[config.mk]
export PLATFORM = sky130hd
export DESIGN_NAME = lfsr_uart_tx
export DESIGN_NICKNAME = d
export VERILOG_FILES = /design/src/rtl/lfsr_uart_tx.sv
export SDC_FILE = /design/constraint.sdc
export NUM_CORES = 1
export LEC_CHECK = 0
export BUFFER_PORTS_ARGS = -buffer_cell sky130_fd_sc_hd__clkbuf_2
export CAP_MARGIN = 20
export CORE_MARGIN = 3
export CORE_UTILIZATION = 52
export DETAILED_ROUTE_END_ITERATION = 8
export PLACE_DENSITY_LB_ADDON = 0.25
export RECOVER_POWER = 50
export SLEW_MARGIN = 40
export SYNTH_ARGS = -nofsm -noshare
export SYNTH_HDL_FRONTEND = slang
export SYNTH_SLANG_ARGS = --single-unit
[constraint.sdc]
create_clock -name CLK -period 1.8 [get_ports CLK]
set_input_delay 0.09 -clock CLK [delete_from_list [all_inputs] [get_ports CLK]]
set_output_delay 0.09 -clock CLK [all_outputs]
set_load 0.05 [all_outputs]
[src/rtl/lfsr_uart_tx.sv]
// Serialises LFSR bytes as 8N1 frames (8E1 when LFSR_UART_PARITY_EN is defined) behind a one-byte hold buffer.
// Latency: start bit drives TX one cycle after the accepting edge when idle, or gaplessly after the previous stop bit.
// Backpressure: READY low while the hold buffer is full; bytes offered then are discarded and flagged on DROP.
module lfsr_uart_tx #(
    parameter int CLK_DIV = 104
) (
    input  logic       CLK,
    input  logic       RESETN,
    input  logic [7:0] I,
    input  logic       VALID,
    output logic       READY,
    output logic       TX,
    output logic       BUSY,
    output logic       DROP
);
    localparam int CW = (CLK_DIV < 2) ? 1 : $clog2(CLK_DIV);
    localparam logic [CW-1:0] BAUD_LAST = CW'(CLK_DIV - 1);

    generate
        if (CLK_DIV < 2) begin : g_bad_div
            $error("lfsr_uart_tx: CLK_DIV must be >= 2");
        end
    endgenerate

    typedef enum logic [2:0] {IDLE, START, DATA, PARITY, STOP} state_t;

    state_t        state, state_nxt;
    logic [CW-1:0] baud_cnt, baud_nxt;
    logic [2:0]    bit_idx, bit_nxt;
    logic [7:0]    data_q, data_nxt;
    logic [7:0]    hold_dat, hold_nxt;
    logic          hold_full, hold_full_nxt;
    logic          tx_q, tx_nxt;
    logic          drop_q, drop_nxt;
    logic          baud_end;
    logic          load;

    always_ff @(posedge CLK) begin
        if (!RESETN) begin
            state     <= IDLE;
            baud_cnt  <= '0;
            bit_idx   <= '0;
            data_q    <= '0;
            hold_dat  <= '0;
            hold_full <= 1'b0;
            tx_q      <= 1'b1;
            drop_q    <= 1'b0;
        end else begin
            state     <= state_nxt;
            baud_cnt  <= baud_nxt;
            bit_idx   <= bit_nxt;
            data_q    <= data_nxt;
            hold_dat  <= hold_nxt;
            hold_full <= hold_full_nxt;
            tx_q      <= tx_nxt;
            drop_q    <= drop_nxt;
        end
    end

    always_comb begin
        state_nxt     = state;
        baud_nxt      = baud_cnt + 1'b1;
        bit_nxt       = bit_idx;
        data_nxt      = data_q;
        hold_nxt      = hold_dat;
        hold_full_nxt = hold_full;
        tx_nxt        = tx_q;
        drop_nxt      = VALID && hold_full;
        baud_end      = (baud_cnt == BAUD_LAST);
        load          = 1'b0;

        // Accept and transfer are mutually exclusive: one needs hold empty, the other hold full.
        if (VALID && !hold_full) begin
            hold_full_nxt = 1'b1;
            hold_nxt      = I;
        end

        case (state)
            IDLE: begin
                baud_nxt = '0;
                tx_nxt   = 1'b1;
                load     = hold_full;
            end
            START: begin
                if (baud_end) begin
                    state_nxt = DATA;
                    baud_nxt  = '0;
                    bit_nxt   = 3'd0;
                    tx_nxt    = data_q[0];
                end
            end
            DATA: begin
                if (baud_end) begin
                    baud_nxt = '0;
                    if (bit_idx == 3'd7) begin
`ifdef LFSR_UART_PARITY_EN
                        state_nxt = PARITY;
                        tx_nxt    = ^data_q;
`else
                        state_nxt = STOP;
                        tx_nxt    = 1'b1;
`endif
                    end else begin
                        bit_nxt = bit_idx + 3'd1;
                        tx_nxt  = data_q[bit_idx + 3'd1];
                    end
                end
            end
`ifdef LFSR_UART_PARITY_EN
            PARITY: begin
                if (baud_end) begin
                    state_nxt = STOP;
                    baud_nxt  = '0;
                    tx_nxt    = 1'b1;
                end
            end
`endif
            STOP: begin
                if (baud_end) begin
                    state_nxt = IDLE;
                    baud_nxt  = '0;
                    tx_nxt    = 1'b1;
                    load      = hold_full;
                end
            end
            default: begin
                state_nxt = IDLE;
                baud_nxt  = '0;
                tx_nxt    = 1'b1;
            end
        endcase

        // Shifter load overrides the state decision so back-to-back frames have no idle gap.
        if (load) begin
            state_nxt     = START;
            baud_nxt      = '0;
            bit_nxt       = 3'd0;
            data_nxt      = hold_dat;
            hold_full_nxt = 1'b0;
            tx_nxt        = 1'b0;
        end
    end

    assign READY = !hold_full;
    assign TX    = tx_q;
    assign BUSY  = (state != IDLE);
    assign DROP  = drop_q;

endmodule

After elaboration in Yosys (flattened, before gate mapping)
Index checks and enable logic that the tools add are counted.
W data, S select, Z words.
{"block": "word_totals", "word_cells": 62, "ff_bits": 32, "output_inout_bits": 4}
{"block": "classes", "n_bitwise": 3, "n_eq_ne": 15, "n_reduce_logical": 13, "order_cmp": 1, "addsub": 2, "n_mux": 19}
{"operator": "$mux W3", "count": 6}
{"operator": "$ne A2 B2 Y1 const B", "count": 6}
{"operator": "$ne A3 B3 Y1 const B", "count": 4}
{"operator": "$pmux W3 S4", "count": 1}
{"operator": "$reduce_and A5 Y1", "count": 2}
{"operator": "$mux W1", "count": 8}
{"operator": "$add A7 B1 Y7 const B", "count": 1}
{"operator": "$eq A7 B7 Y1 const B", "count": 1}
{"operator": "$eq A3 B3 Y1 const B", "count": 2}
{"operator": "$pmux W3 S2", "count": 1}
{"operator": "$lt A3 B4 Y1 const B", "count": 1}
{"operator": "$reduce_and A4 Y1", "count": 1}
{"operator": "$reduce_or A4 Y1", "count": 1}
{"operator": "$add A3 B1 Y3 const B", "count": 1}
{"operator": "$bmux W1 S3", "count": 1}
{"operator": "$eq A3 B1 Y1 const B", "count": 1}
{"operator": "$eq A3 B2 Y1 const B", "count": 1}
{"operator": "$logic_not A3 Y1", "count": 1}
{"operator": "$not A1 Y1", "count": 3}
{"operator": "$pmux W1 S3", "count": 1}
{"operator": "$reduce_and A3 Y1", "count": 1}
{"operator": "$reduce_bool A3 Y1", "count": 1}
{"operator": "$reduce_or A3 Y1", "count": 1}
{"operator": "$logic_and A1 B1 Y1", "count": 2}
{"operator": "other kinds (4)", "count": 4}

Logic depth before layout (Yosys ltp)
Gate-level depths: netlist of the first run.
{"block": "logic_depth", "word_depth": 7, "ltp_mapped": 6, "ltp_nobuf": 6}

Least setup slack after synthesis of the first run
Ideal clock, no wire load.
{"block": "synth_path", "path_kind": "reg-to-reg", "start": "register bit_idx[0]", "end": "register bit_idx[0]", "path_slack_ns": -0.145, "t_required_ns": 1.677, "path_buffers": 0, "arrival_time_ns": 1.822, "path_stages_with_launch": 7, "synth_period_minus_slack_ns": 1.945, "path_cell_list": "dfxtp_1 -> ha_1 -> ha_1 -> or3b_4 -> a2111oi_4 -> mux2i_1 -> nor2_1"}
{"block": "synth_between", "elab_chain_len": 4}
{"item": "from (decl)", "line_no": "29", "source": "logic [2:0] bit_idx, bit_nxt;"}
{"item": "from (signal assigned)", "line_no": "51", "source": "bit_idx <= bit_nxt;"}
{"item": "$add A3 B1 Y3", "line_no": "104", "source": "bit_nxt = bit_idx + 3'd1;"}
{"item": "$mux W3", "line_no": "95", "source": "if (bit_idx == 3'd7) begin"}
{"item": "$mux W3", "line_no": "93", "source": "if (baud_end) begin"}
{"item": "$pmux W3 S2", "line_no": "78", "source": "case (state)"}
Several ways; a longest one is shown, not always the timed one. The select of a mux whose other input is x is not followed.
A chain may end at the register's enable or synchronous reset.

Worst setup path after layout of the first run
{"block": "layout_path", "start": "register bit_idx[1]", "end": "register tx_q, in the netlist TX"}
{"block": "layout_between", "elab_chain_len": 7}
{"item": "$add A3 B1 Y3", "line_no": "105", "source": "tx_nxt = data_q[bit_idx + 3'd1];"}
{"item": "$bmux W1 S3", "line_no": "105"}
{"item": "$mux W1 (implied by the code)", "line_no": "105"}
{"item": "$mux W1 (*)", "line_no": "95"}
{"item": "$mux W1 (*)", "line_no": "93"}
{"item": "$pmux W1 S3 (*)", "line_no": "78"}
{"item": "$mux W1 (*)", "line_no": "134", "source": "if (load) begin"}
{"item": "to (signal assigned)", "line_no": "55", "source": "tx_q <= tx_nxt;"}
{"item": "to (decl)", "line_no": "33", "source": "logic tx_q, tx_nxt;"}
Every way passes the cells marked *; elsewhere a longest branch is shown, timed or not. The select of a mux whose other input is x is not followed.

==> results of run 1 <==
-- state kept, by name, indices dropped and copies added, names as in the netlist --
| register | flops |
|---|---|
| DROP | 1 |
| TX | 1 |
| baud_cnt | 7 |
| bit_idx | 3 |
| data_q | 8 |
| hold_dat | 8 |
| hold_full | 1 |
| state | 3 |
-- cell families after synthesis --
family                     after synthesis  synth area share [%]
AOI/OAI and AO/OA                       39                  18.3
xor gates and xnor gates                 6                  3.43
adders and majority gates                3                  2.45
buffers and inverters                   12                  3.52
DFF                                     32                  41.9
muxes                                   12                  8.83
and+or+nand+nor                         61                  21.6
-- through the flow --
stage | utilization [%] | hold WS [ps]
after global placement | 61.2 | 317
after CTS | 65.4 | 5.97
final | 65.3 | 13.1
after floorplan | - | 206
after global routing | 65.3 | 16.4
after detailed placement | 61.2 | 358
-- cell usage after synthesis, types with 3 or more instances --
| master | instances |
|---|---|
| nor3_1 | 4 |
| inv_1 | 4 |
| nand3_1 | 14 |
| dfxtp_1 | 32 |
| xnor2_1 | 4 |
| a31oi_1 | 4 |
| mux2i_1 | 9 |
| nor2b_1 | 10 |
| clkbuf_1 | 4 |
| o21ai_1 | 8 |
| nand4_1 | 3 |
| nor2_1 | 17 |
| a21boi_1 | 8 |
| ha_1 | 3 |
| a21oi_1 | 6 |
| nand2_1 | 3 |
-- what timing repair did --
| item | in CTS | in global routing |
|---|---|---|
| setup endpoints to repair | 4 | 9 |
| gates cloned | 0 | 0 |
| pin swaps | 2 | 4 |
| hold buffers | 0 | 0 |
| resized for setup | 5 | 1 |
-- layout make-up --
cell class / count / area share [%]
Inverter: 5 / 1.03
Timing Repair Buffer: 25 / 7.99
Multi-Input combinational cell: 121 / 48.2
Sequential cell: 32 / 35.4
Tap cell: 31 / 2.14
Clock buffer: 7 / 3.58
Clock inverter: 1 / 1.65
-- routing by layer --
layer	part of all wire [%]	GRT usage [%]	vias to the layer above
met5	0	0	-
met4	1.3	9.81	0
met3	4.2	6.70	5
met2	49	33.2	26
met1	45	26.1	588
li1	-	-	644
-- worst max-delay path: stages, from the launching register on --
cell      delay, ps
dfxtp_2         350
ha_4            160
ha_4            290
mux4_2          500
a21oi_2         130
o221a_1         190
o211ai_1         90
-- power by group through the flow --
stage	logic, mW	clock network, mW	registers (mW)
finish	0.160	0.604	0.749
global route	0.176	0.658	0.752
CTS	0.164	0.614	0.749
detailed placement	0.163	0	0.765
global placement	0.157	0	0.764
floorplan	0.108	0	0.772
-- final timing paths --
path,start,end,slack (ps),cells after the start
hold / removal,VALID,hold_full,10,3
setup reg to reg,bit_idx[1],TX,-50,6
hold reg to reg,baud_cnt[0],baud_cnt[0],450,1
setup / recovery,bit_idx[1],TX,-50,6
==> impl_metrics.csv, run 1 <==
group,metric,value,unit
finish,regArea,643,µm²
hold_path,hold_path.class,"input port to flop",
clock_network,clock_path_buffers,2,
drt,routedWlPerCell,14.6,µm
sta,finClkSkew,6.18,ps
drt,drc_errors,0,
logic_synthesis,synth_top_flop_cell,"dfxtp_1",
setup_path,cp_max_fo,4,
drt,vias_per_cell,5.69,
sta,setup_viol,3,
placed_design,io_buffers,14,
pwr,report.power.total,1.51,mW
sta,period_minus_slack,1850,ps
pwr,pwr-share-clk,39.9,%
placed_design,post-place-cells,214,
logic_synthesis,synth.largest_area_cell,"dfxtp_1",
logic_synthesis,synth_cells,165,
clock_network,cts_root_buffer,"clkbuf_4",
logic_synthesis,ys.warnings.count,0,
outcome,violations,"negative setup slack",
sta,drv_slew,0,
sta,slew_headroom,60.1,%
logic_synthesis,ys_seq_area_share,41.9,%
setup_path,crit_type,"flop to flop",
pwr,ir_drop,0.660,mV
drt,firstDrtPassIters,4,
logic_synthesis,synth_area_leaders,"dfxtp_1, mux2i_1, nand3_1",
logic_synthesis,avgSynthCellArea,9.27,µm²
grt,grt_max_degree,22,
logic_synthesis,synth.distinct_cells,42,
pwr,pwr-share-comb,10.6,%
finish,multi_input_area,875,µm²
setup_path,cp_data_required_time,2000,ps
outcome,status,"finished with violations",
finish,fin_cells,222,
clock_network,htree_levels,2,
floorplanning,std_cell_rows,19,
finish,final_cell_mix,"dfxtp_1, nor2_1, nand3_1",
floorplanning,dieHeight,60.2,µm
setup_path,cp-start-kind,"flop",
sta,worst_pin_slew,602,ps
finish,syn_to_final_growth,18.6,%
drt,wl,3.25,mm
sta,max_freq,0.541,GHz
sta,fin_ws,-47.4,ps
clock_network,cts_buffers,5,
grt,grt_pass1_vias,1293,
finish,nets,204,
floorplanning,ios,15,
placed_design,place_hpwl,2.43,mm
drt,num_vias,1263,
logic_synthesis,synth_seq_cells,32,
setup_path,crit_arrival,2040,ps
pwr,power_leakage,0.667,nW
pwr,internal-power,1.16,mW
finish,postLayoutCellArea,0.00182,mm²
sta,fin_setup_tns,-119,ps
clock_network,clock-sinks,32,
grt,antenna_found_initial,0,
grt,grt_first_pass_wirelength,5.69,mm
clock_network,cts_tree,"built",
floorplanning,coreArea,0.00278,mm²
logic_synthesis,netlist_area,0.00153,mm²
finish,drive_gt1_share,25.1,%
finish,diodes,0,
floorplanning,start_util,55.0,%
pwr,p_per_area,833,mW/mm²
sta,report.final.hold_viol_count,0,
logic_synthesis,synth.net_count,179,
grt,grt.total_usage,21.1,%
drt,drt_iter0_markers,74,
logic_synthesis,synth_enable_flop_cells,0,
logic_synthesis,synth_top_area_share,41.9,%
placed_design,preCtsSetupSlack,-103,ps
floorplanning,die_area,0.00363,mm²
clock_network,clk_pin_slew,100,ps
job,cap_violations,0,
logic_synthesis,synthArstFlopShare,0,%
clock_network,post-cts-setup-buffers,0,
placed_design,place_congestion,0.895,
pwr,p_sw,348,µW
clock_network,clock_latency,320,ps
floorplanning,die_w,60.2,µm
setup_path,endpoint_kind,"flop",
pwr,p_sw_share,23.0,%
drt,drtAntennaViolNets,0,
finish,fillers,235,
pwr,p_seq_share,49.5,%
placed_design,placedInstanceArea,0.00170,mm²
finish,mostFrequentLayoutCell,"dfxtp_1",
sta,post-route-period-util,103,%
grt,gr-total-overflow,0,
sta,rsz0062_at_grt,"yes",
(Power assumes the default switching activity.)
==> inputs of run 2 (changes only) <==
--- a/config.mk
+++ b/config.mk
@@ -8,7 +8,7 @@
 export BUFFER_PORTS_ARGS = -buffer_cell sky130_fd_sc_hd__clkbuf_2
 export CAP_MARGIN = 20
 export CORE_MARGIN = 3
-export CORE_UTILIZATION = 52
+export CORE_UTILIZATION = 40
 export DETAILED_ROUTE_END_ITERATION = 8
 export PLACE_DENSITY_LB_ADDON = 0.25
 export RECOVER_POWER = 50
==> impl_metrics.csv, run 2 (same netlist as run 1, synthesis figures left out) <==
group,metric,value,unit
setup_path,crit_chain,"ha_4 > ha_4 > mux4_2 > a21oi_2 > o221a_1 > o211ai_1",
sta,max_freq,0.548,GHz
placed_design,io_buffers,14,
grt,grt_first_pass_wirelength,5.84,mm
finish,regArea,643,µm²
grt,grt_pass1_vias,1266,
clock_network,htree_levels,2,
setup_path,crit_type,"flop to flop",
finish,drive_gt1_share,24.0,%
floorplanning,die_w,67.9,µm
hold_path,hold-path-endpoint,"hold_full",
drt,drtAntennaViolNets,0,
clock_network,cts_buffers,5,
floorplanning,die_area,0.00460,mm²
sta,setup_viol,3,
clock_network,clock_latency,280,ps
finish,nets,205,
placed_design,place_hpwl,2.32,mm
outcome,status,"finished with violations",
drt,routedWlPerCell,13.7,µm
drt,num_vias,1252,
grt,antenna_found_initial,0,
drt,vias_per_cell,5.26,
finish,syn_to_final_growth,20.2,%
sta,fin_setup_tns,-58.8,ps
setup_path,ff2ff_setup_slack,-30,ps
finish,diodes,0,
floorplanning,ios,15,
clock_network,clk_pin_slew,70,ps
setup_path,cp_data_required_time,1940,ps
floorplanning,coreArea,0.00349,mm²
setup_path,crit_arrival,1970,ps
clock_network,clock-sinks,32,
outcome,violations,"negative setup slack",
placed_design,preCtsSetupSlack,-87.7,ps
pwr,power_leakage,0.665,nW
drt,drc_errors,0,
drt,firstDrtPassIters,4,
sta,rsz0062_at_grt,"yes",
grt,gr-total-overflow,0,
hold_path,min_from,"VALID",
grt,grt.total_usage,17.3,%
sta,finClkSkew,4.40,ps
setup_path,path_common_cell,"ha_4",
setup_path,slowest_delay,510,ps
finish,mostFrequentLayoutCell,"dfxtp_1",
floorplanning,dieHeight,67.9,µm
placed_design,post-place-cells,228,
finish,fin_cells,238,
finish,final_cell_mix,"dfxtp_1, nor2_1, nand3_1",
floorplanning,start_util,43.8,%
pwr,p_per_area,799,mW/mm²
drt,wl,3.26,mm
placed_design,place_congestion,0.913,
job,cap_violations,0,
sta,post-route-period-util,101,%
sta,drv_slew,0,
finish,fillers,337,
setup_path,ff2ff_path_depth,6,
setup_path,slowest_stage,"mux4_2",
setup_path,cp_max_fo,4,
clock_network,cts_root_buffer,"clkbuf_8",
finish,largestRegisters,"data_q (8), hold_dat (8), baud_cnt (7)",
floorplanning,std_cell_rows,21,
sta,worst_pin_slew,606,ps
clock_network,cts_tree,"built",
hold_path,hold_depth,3,
setup_path,cp-start-kind,"flop",
finish,multi_input_area,875,µm²
grt,grt_max_degree,22,
sta,period_minus_slack,1830,ps
sta,fin_ws,-25.4,ps
setup_path,rr_startpoint,"bit_idx[0]",
sta,report.final.hold_viol_count,0,
drt,drt_iter0_markers,113,
pwr,ir_drop,0.535,mV
clock_network,clock_path_buffers,2,
hold_path,hold_path.class,"input port to flop",
clock_network,cts_hold_buf,0,
sta,slew_headroom,59.8,%
setup_path,r2r_end,"TX",
setup_path,endpoint_kind,"flop",
## run 2: timing repair
item	CTS	global route
buffers inserted	2	0
gates resized for setup	6	0
endpoints found under the setup margin	4	9
pin swaps	7	3
## run 2: power by group
part	internal, mW	leakage [nW]	switching, mW
combinational	0.0615	0.359	0.0985
sequential	0.734	0.261	0.0146
clock	0.310	0.0445	0.251
total	1.11	0.665	0.364
## run 2: worst max-delay path: cells and delay by family (launching register included)
kind	cells	cell delay (ps)
AOI/OAI and AO/OA	3	390
muxes	1	510
DFF	1	340
adders and majority gates	2	450
## run 2: how the worst max path moves through the flow
stage	start	end	cells after the start
final	bit_idx[0]	TX	6
after detailed placement	bit_idx[1]	TX	6
after global placement	bit_idx[1]	TX	6
after floorplan	bit_idx[0]	TX	6
after global routing	bit_idx[0]	TX	6
after CTS	bit_idx[0]	TX	6
## run 2: final cells by class
type	instances	share of cell area, %
repair buffers	26	8.23
inverters	5	1.02
flip-flops and latches	32	35.0
multi-input cells	121	47.6
well taps	46	3.13
clock buffers	7	4.69
clock inverters	1	0.408
## run 2: stage by stage
step	hold WS (ps)	instance area (µm²)	power, mW	util [%]
after floorplan	206	1550	0.880	-
after global placement	317	1710	0.923	49.0
after detailed placement	345	1710	0.928	49.0
after CTS	53.8	1850	1.49	52.9
after global routing	68.4	1840	1.56	52.6
final	53.4	1840	1.47	52.6
## run 2: metal layers
metal / track usage [%] / vias to the layer above / wire length (µm)
li1: - / 644 / -
met1: 20.7 / 583 / 1530
met2: 28.8 / 21 / 1600
met3: 5.58 / 4 / 94
met4: 6.95 / 0 / 35
met5: 0 / - / 0
